===== src/rtl/led_drv_pkg.sv =====
// Shared opcode constants and state type for the LED pattern driver.
package led_drv_pkg;

   localparam logic [1:0] OP_LOAD   = 2'd0;
   localparam logic [1:0] OP_ROTATE = 2'd1;
   localparam logic [1:0] OP_BLINK  = 2'd2;
   localparam logic [1:0] OP_BRIGHT = 2'd3;

   typedef enum logic [1:0] {
      IDLE   = 2'd0,
      STATIC = 2'd1,
      ROTATE = 2'd2,
      BLINK  = 2'd3
   } led_state_t;

   // Rotate an 8-bit pattern left by one position, MSB wrapping to LSB.
   function automatic logic [7:0] rotl8(input logic [7:0] p);
      return {p[6:0], p[7]};
   endfunction

endpackage


===== src/rtl/led_pwm.sv =====
// Global brightness PWM: free-running counter compared against a duty value.
// Duty 0 is always off, duty all-ones is always on.
module led_pwm #(
   parameter int PWM_BITS = 4
) (
   input  logic                clk,
   input  logic                rst_n,
   input  logic [PWM_BITS-1:0] duty,
   output logic                pwm_on
);

   logic [PWM_BITS-1:0] cnt_q;

   // Free-running PWM counter; never cleared by commands.
   always_ff @(posedge clk or negedge rst_n) begin
      if (!rst_n) begin
         cnt_q <= '0;
      end else begin
         cnt_q <= cnt_q + PWM_BITS'(1);
      end
   end

   // Duty compare; all-ones forces the output fully on.
   always_comb begin
      pwm_on = (cnt_q < duty) || (duty == {PWM_BITS{1'b1}});
   end

endmodule


===== src/rtl/led_pattern_driver.sv =====
// Drives the 8 board LEDs from commands: static pattern, timed rotation and
// timed blinking, all gated by a global PWM brightness.
//
// Handshake: a command is taken on a rising edge where cmd_valid && cmd_ready.
// cmd_ready is registered and drops for exactly the one cycle after each
// accept, so a held cmd_valid is taken at most every second cycle. The
// producer must hold cmd_op/cmd_data stable while cmd_valid is high.
module led_pattern_driver
   import led_drv_pkg::*;
#(
   parameter int TICK_DIV = 1_000_000,
   parameter int PWM_BITS = 4
) (
   input  logic         clk,
   input  logic         rst_n,
   input  logic         cmd_valid,
   output logic         cmd_ready,
   input  logic [1:0]   cmd_op,
   input  logic [7:0]   cmd_data,
   output logic [7:0]   leds,
   output led_state_t   dbg_state
);

   localparam int TW = (TICK_DIV > 2) ? $clog2(TICK_DIV) : 1;
   localparam logic [TW-1:0] TICK_LAST = TW'(TICK_DIV - 1);

   led_state_t          state_q, state_d;
   logic [7:0]          pattern_q, pattern_d;
   logic                phase_q, phase_d;
   logic [PWM_BITS-1:0] duty_q, duty_d;
   logic [TW-1:0]       tick_q, tick_d;
   logic [7:0]          shown;
   logic [7:0]          leds_d;
   logic                accept;
   logic                step;
   logic                pwm_on;

   assign accept    = cmd_valid && cmd_ready;
   assign step      = (tick_q == TICK_LAST);
   assign dbg_state = state_q;

   led_pwm #(
      .PWM_BITS (PWM_BITS)
   ) u_pwm (
      .clk    (clk),
      .rst_n  (rst_n),
      .duty   (duty_q),
      .pwm_on (pwm_on)
   );

   // Next-state logic: a pattern command beats a same-cycle step pulse.
   always_comb begin
      state_d   = state_q;
      pattern_d = pattern_q;
      phase_d   = phase_q;
      duty_d    = duty_q;
      tick_d    = step ? '0 : tick_q + TW'(1);
      if (accept) begin
         case (cmd_op)
            OP_LOAD: begin
               state_d   = STATIC;
               pattern_d = cmd_data;
               phase_d   = 1'b1;
               tick_d    = '0;
            end
            OP_ROTATE: begin
               state_d   = ROTATE;
               pattern_d = cmd_data;
               phase_d   = 1'b1;
               tick_d    = '0;
            end
            OP_BLINK: begin
               state_d   = BLINK;
               pattern_d = cmd_data;
               phase_d   = 1'b1;
               tick_d    = '0;
            end
            default: begin
               duty_d = cmd_data[PWM_BITS-1:0];
            end
         endcase
      end else if (step) begin
         if (state_q == ROTATE) begin
            pattern_d = rotl8(pattern_q);
         end
         if (state_q == BLINK) begin
            phase_d = ~phase_q;
         end
      end
   end

   // Displayed pattern before brightness gating.
   always_comb begin
      shown = pattern_q;
      case (state_q)
         IDLE:    shown = 8'h00;
         BLINK:   shown = phase_q ? pattern_q : 8'h00;
         default: shown = pattern_q;
      endcase
      leds_d = shown & {8{pwm_on}};
   end

   // State, pattern, brightness, tick counter and handshake registers.
   always_ff @(posedge clk or negedge rst_n) begin
      if (!rst_n) begin
         state_q   <= IDLE;
         pattern_q <= 8'h00;
         phase_q   <= 1'b1;
         duty_q    <= {PWM_BITS{1'b1}};
         tick_q    <= '0;
         cmd_ready <= 1'b1;
         leds      <= 8'h00;
      end else begin
         state_q   <= state_d;
         pattern_q <= pattern_d;
         phase_q   <= phase_d;
         duty_q    <= duty_d;
         tick_q    <= tick_d;
         cmd_ready <= !accept;
         leds      <= leds_d;
      end
   end

endmodule


===== config.mk =====
export PLATFORM = sky130hd
export DESIGN_NAME = led_pattern_driver
export DESIGN_NICKNAME = d
export VERILOG_FILES = /design/src/rtl/led_drv_pkg.sv /design/src/rtl/led_pwm.sv /design/src/rtl/led_pattern_driver.sv
export SDC_FILE = /design/constraint.sdc
export NUM_CORES = 1
export LEC_CHECK = 0
export ABC_AREA = 1
export BUFFER_PORTS_ARGS = -buffer_cell sky130_fd_sc_hd__buf_2
export CAP_MARGIN = 20
export CORE_MARGIN = 5
export CORE_UTILIZATION = 35
export CTS_BUF_LIST = sky130_fd_sc_hd__clkbuf_4 sky130_fd_sc_hd__clkbuf_8 sky130_fd_sc_hd__clkbuf_16
export CTS_CLUSTER_DIAMETER = 40
export DETAILED_ROUTE_END_ITERATION = 6
export PLACE_DENSITY = 0.56
export SLEW_MARGIN = 20
export SYNTH_ARGS = -nofsm -noshare
export SYNTH_HDL_FRONTEND = slang
export SYNTH_SLANG_ARGS = --single-unit
export TNS_END_PERCENT = 10

===== constraint.sdc =====
create_clock -name clk -period 1.91 [get_ports clk]
set_input_delay 0.191 -clock clk [delete_from_list [all_inputs] [get_ports clk]]
set_output_delay 0.191 -clock clk [all_outputs]
set_load 0.02 [all_outputs]

; ---- After elaboration in Yosys (flattened, before gate mapping)
; Cells that the tools add are included.
[op_classes]
addsub = 2
bitwise = 3
n_reduce_logical = 14
n_mux = 14
order_cmp = 1
eq_ne = 7
[op_table]
columns = operator, n
row1 = $mux W20, 3
row2 = $mux W8, 5
row3 = $add A20 B1 Y20 const B, 1
row4 = $eq A20 B20 Y1 const B, 1
row5 = $pmux W8 S2, 1
row6 = $and A8 B8 Y8, 1
row7 = $eq A2 B2 Y1 const B, 3
row8 = $pmux W2 S3, 1
row9 = $reduce_and A3 Y1, 2
row10 = $reduce_bool A2 Y1, 3
row11 = $add A4 B1 Y4 const B, 1
row12 = $eq A4 B4 Y1 const B, 1
row13 = $logic_not A2 Y1, 2
row14 = $lt A4 B4 Y1, 1
row15 = $mux W1, 4
row16 = $reduce_and A2 Y1, 2
row17 = $reduce_bool A3 Y1, 1
row18 = $reduce_or A3 Y1, 1
row19 = $eq A2 B1 Y1 const B, 1
row20 = $ne A2 B2 Y1 const B, 1
row21 = $not A1 Y1, 2
row22 = $logic_and A1 B1 Y1, 1
row23 = $logic_not A1 Y1, 1
row24 = $logic_or A1 B1 Y1, 1
[word_totals]
input_bits = 13
ff_bits = 48

; ---- Depth between registers and ports, before layout
[logic_depth]
ltp_word = 4
mapped_depth = 9

; ---- Hierarchy
; A second synthesis with hierarchy kept.
[unflattened]
hier_cells = 327
area_unflattened_um2 = 2508.7
[modules_own_cells]
columns = mod, cells_each, area_each_um2, n_inst
row1 = led_pattern_driver, 301, 2273.4, 1
row2 = led_pwm, 26, 235.2, 1

; ---- Least setup slack after synthesis
; OpenSTA, ideal clock, no wires.
[synth_path]
kind = register to register
startpoint = register duty_q[3]
endpoint = register leds[0]
path_stages_with_launch = 8
path_slack_ns = 0.400
arrival_time_ns = 1.382
path_cell_list = dfstp_2 inv_1 ha_1 nand2_1 o21ai_0 and2_1 clkbuf_1 nor2_1
[synth_via]
elab_chain_cells = 3
word_cells_on_any_way = 4
[synth_rtl]
columns = item, line
row1 = start: declaration, led_pattern_driver.sv:30  ; logic [PWM_BITS-1:0] duty_q, duty_d;
row2 = start signal: assignment, led_pattern_driver.sv:109  ; duty_q <= {PWM_BITS{1'b1}};
row3 = start signal: assignment, led_pattern_driver.sv:117  ; duty_q <= duty_d;
row4 = $lt A4 B4 Y1 / $eq A4 B4 Y1 (equally long branches), led_pwm.sv:25  ; pwm_on = (cnt_q < duty) || (duty == {PWM_BITS{1'b1}});
row5 = $logic_or A1 B1 Y1 (*), led_pwm.sv:25
row6 = $and A8 B8 Y8 (*), led_pattern_driver.sv:100  ; leds_d = shown & {8{pwm_on}};
row7 = via leds_d[0], led_pattern_driver.sv:33  ; logic [7:0] leds_d;
row8 = end signal: assignment, led_pattern_driver.sv:120  ; leds <= leds_d;
row9 = end: declaration, led_pattern_driver.sv:20  ; output logic [7:0] leds,
; The timed path passes the listed nets; every way through them passes the cells marked *.
; A chain may end at the register's enable or synchronous reset.

; ---- Worst setup path after layout
[layout_path]
startpoint = register tick_q[0]
endpoint = register tick_q[19]
[layout_via]
elab_chain_cells = 4
word_cells_on_any_way = 5
[layout_rtl]
columns = item, line
row1 = start: declaration, led_pattern_driver.sv:31  ; logic [TW-1:0] tick_q, tick_d;
row2 = start signal: assignment, led_pattern_driver.sv:118  ; tick_q <= tick_d;
row3 = $add A20 B1 Y20 / $eq A20 B20 Y1 (equally long branches), "led_pattern_driver.sv:57, led_pattern_driver.sv:39"
row4 = $mux W20 (*), led_pattern_driver.sv:57  ; tick_d = step ? '0 : tick_q + TW'(1);
row5 = $mux W20, led_pattern_driver.sv:59  ; case (cmd_op)
row6 = $mux W20 (*), led_pattern_driver.sv:58  ; if (accept) begin
row7 = via tick_d[19], led_pattern_driver.sv:31
; Marked as above.

==> qor.yml <==
global_routing:
  antenna_found_initial: 0
  grt_max_degree: 21
  grt_overflow: 0
  grt_pass1_vias: 1886
  grt_usage: 0.127
  grt_pass1_wl_um: 8900
run:
  cap_violations: 0
logic_synthesis:
  synth-edff-count: 0
  synthCells: 324
  synth_top_area_share: 0.415
  yosysTopAreaCell: "dfrtp_1"
  syn-cell-area_mm2: 0.00253
  seq_area_frac_synth: 0.478
  synth_top_family_by_area: "simple AND/OR/NAND/NOR gates"
  synth_area_leaders: "dfrtp_1 42%, nand2_1 13%, nor2_1 8.0%"
  synth_async_sr_flop_share: 1.00
  yosys_warnings: 0
  synth.most_common_cell: "nand2_1"
  synth-simple-area-share: 0.332
  synthMuxAreaShare: 0
  synth-xor-area-share: 0.0346
  avgSynthCellArea_um2: 7.81
  ys_seq_elements: 48
  synth_fa_ha_area_frac: 0.0445
  synthFlopType: "dfrtp_1"
  synth_compound_area_frac: 0.0415
  synth.distinct_cells: 26
  ys_top_cells_by_count: "90 x nand2_1, 54 x nor2_1, 42 x dfrtp_1"
  syn_nets: 346
floorplan:
  io-pin-count: 24
  rows: 31
  initial_core_util: 0.354
  fp.dieH_um: 95.0
  coreArea_mm2: 0.00714
  dieArea_mm2: 0.00903
  die_w_um: 95.0
cts:
  htreeDepth: 2
  cts_buffers: 5
  clock_latency_ps: 300
  clk_pin_slew_ps: 100
  root_buffer: "clkbuf_8"
  post_cts_buffers: 0
  clock_sinks: 48
  cts_tree: "built"
  cts_max_path_buffers: 2
  cts_resized: 0
timing:
  holdWs_ps: 135
  fin_skew_ps: 9.04
  worstMarginPinSlew_ps: 436
  rsz0062_at_grt: "false"
  setup_viol: 0
  drv_slew: 0
  fmax_mhz: 606
  relSlewSlack: 0.710
  fin_crit_sh: 0.865
  setup_tns_ps: 0
  setup_slack_ps: 259
  hold_viol_final: 0
  min_period_ps: 1650
pwr:
  total_power_mw: 2.34
  powerDensity_mw_per_mm2: 806
  p_leak_nw: 1.44
  ir_worst_vdd_mv: 0.430
drt:
  via_per_inst: 4.49
  via_count: 2043
  dr.first_iter.drc_count: 104
  routed_wl_um: 5330
  dr.pass1.iters: 4
  drc: 0
  wl_per_cell_um: 11.7
  final_antenna_net_count: 0
hold_path:
  min_path_type: "input pin to flop"
  min_path_cells: 3
layout:
  finalInstanceArea_mm2: 0.00290
  area_growth_syn_to_layout_pct: 14.7
  fillers: 754
  layout-drive-gt1-share: 0.149
  n_antenna_cell: 0
  fin_nets: 377
place:
  place_congestion: 0.893
  place_area_mm2: 0.00278
  dp_hpwl_um: 4120
  place_ws_ps: 258
  io_buffers: 23
critical_path:
  worstPathArrival_ps: 1850
  slowest_stage: "dfrtp_1"
  slowest_delay_ps: 400
  cp-start-kind: "flop"
  path_class: "flop to flop"
  worst_setup_path_end_kind: "flop"
  worst-path-stages: 8
  path_buf_inv: 1
  cp_max_fo: 15
  path_delay_family: "simple AND/OR/NAND/NOR gates"
  critical_path_required_ps: 2110
  crit_chain: "ha_1 -> nand2_2 -> nor3_4 -> nand3_2 -> nand2_4 -> inv_1 -> nand2_1 -> nor2_1"
  r2r_cells: 8
status:
  status: "completed"
## layout make-up
class / instances / area (µm²) / share of cell area
multi-input combinational: 231 / 1140 / 0.395
inverter: 41 / 154 / 0.0530
clock buffer: 5 / 68.8 / 0.0237
timing repair buffer: 28 / 155 / 0.0535
tap: 99 / 124 / 0.0427
sequential: 48 / 1210 / 0.417
clock inverter: 3 / 46.3 / 0.0160
## repair_timing
item	4_1_cts	5_1_grt
endpoints found under the setup margin	0	0
hold buffers	1	0
hold endpoints to repair	18	0
## per-stage QoR
step / cells / util
floorplan: 324 / -
global placement: 446 / 0.389
detailed placement: 446 / 0.389
CTS: 455 / 0.407
global route: 455 / 0.407
finish: 455 / 0.407
## report_power, final
group / internal (mW) / switching, mW / leakage, nW
Clock: 0.395 / 0.359 / 0.0548
Sequential: 1.13 / 0.0849 / 0.632
Combinational: 0.132 / 0.243 / 0.754
Total: 1.65 / 0.686 / 1.44
## worst register-to-register path, stage by stage (launching register included)
cell and delay [ps]:
dfrtp_1 400, ha_1 200, nand2_2 110, nor3_4 310
nand3_2 130, nand2_4 180, inv_1 120, nand2_1 70
nor2_1 40
## flip-flops by register name, summed over array words and instances (netlist names)
signal / count
duty_q: 4
tick_q: 20
pattern_q: 8
u_pwm.cnt_q: 4
dbg_state: 2
cmd_ready: 1
leds: 8
phase_q: 1
## per-layer routing
metal | vias to the layer above | GRT usage | part of all wire | routed length [µm]
met4 | 0 | 0.0409 | 0.014 | 74
met1 | 925 | 0.190 | 0.53 | 2810
met3 | 6 | 0.0260 | 0.041 | 216
li1 | 1072 | - | - | -
met5 | - | 0 | 0 | 0
met2 | 40 | 0.181 | 0.42 | 2230
## kinds of logic after synthesis
| logic type | count (synthesis) |
|---|---|
| and+or+nand+nor | 192 |
| adders and majority gates | 9 |
| DFF | 48 |
| AOI/OAI and AO/OA | 20 |
| buffers and inverters | 45 |
| xor gates and xnor gates | 10 |
## cells in the final DEF, fill, tap and decap left out
cell,count
nand3_1,24
clkinvlp_4,1
dlygate4sd3_1,1
xor2_1,8
clkbuf_8,5
nor2_2,3
nand2_1,90
a21oi_1,7
nor3_1,4
bufinv_16,1
a31oi_1,1
o21ai_0,11
dfrtp_1,42
inv_6,1
buf_2,23
xnor2_1,2
nand2_4,1
ha_1,9
dfstp_2,6
and2_1,1
nor3_4,1
nand3b_1,1
clkinv_1,1
o21ai_2,1
nand4_1,7
nand2_2,2
nand3_2,2
nor2_4,2
inv_1,40
buf_4,4
nor2_1,54
## worst paths after layout
| check | start | to | slack [ps] |
|---|---|---|---|
| setup / recovery | tick_q[0] | tick_q[19] | 260 |
| hold / removal | cmd_data[0] | duty_q[0] | 130 |
| setup reg to reg | tick_q[0] | tick_q[19] | 260 |
| hold reg to reg | u_pwm.cnt_q[0] | u_pwm.cnt_q[0] | 470 |
| max in group asynchronous | rst_n | duty_q[1] | 930 |
| min in group asynchronous | rst_n | tick_q[17] | 340 |
Power figures use the tool's default switching activity.
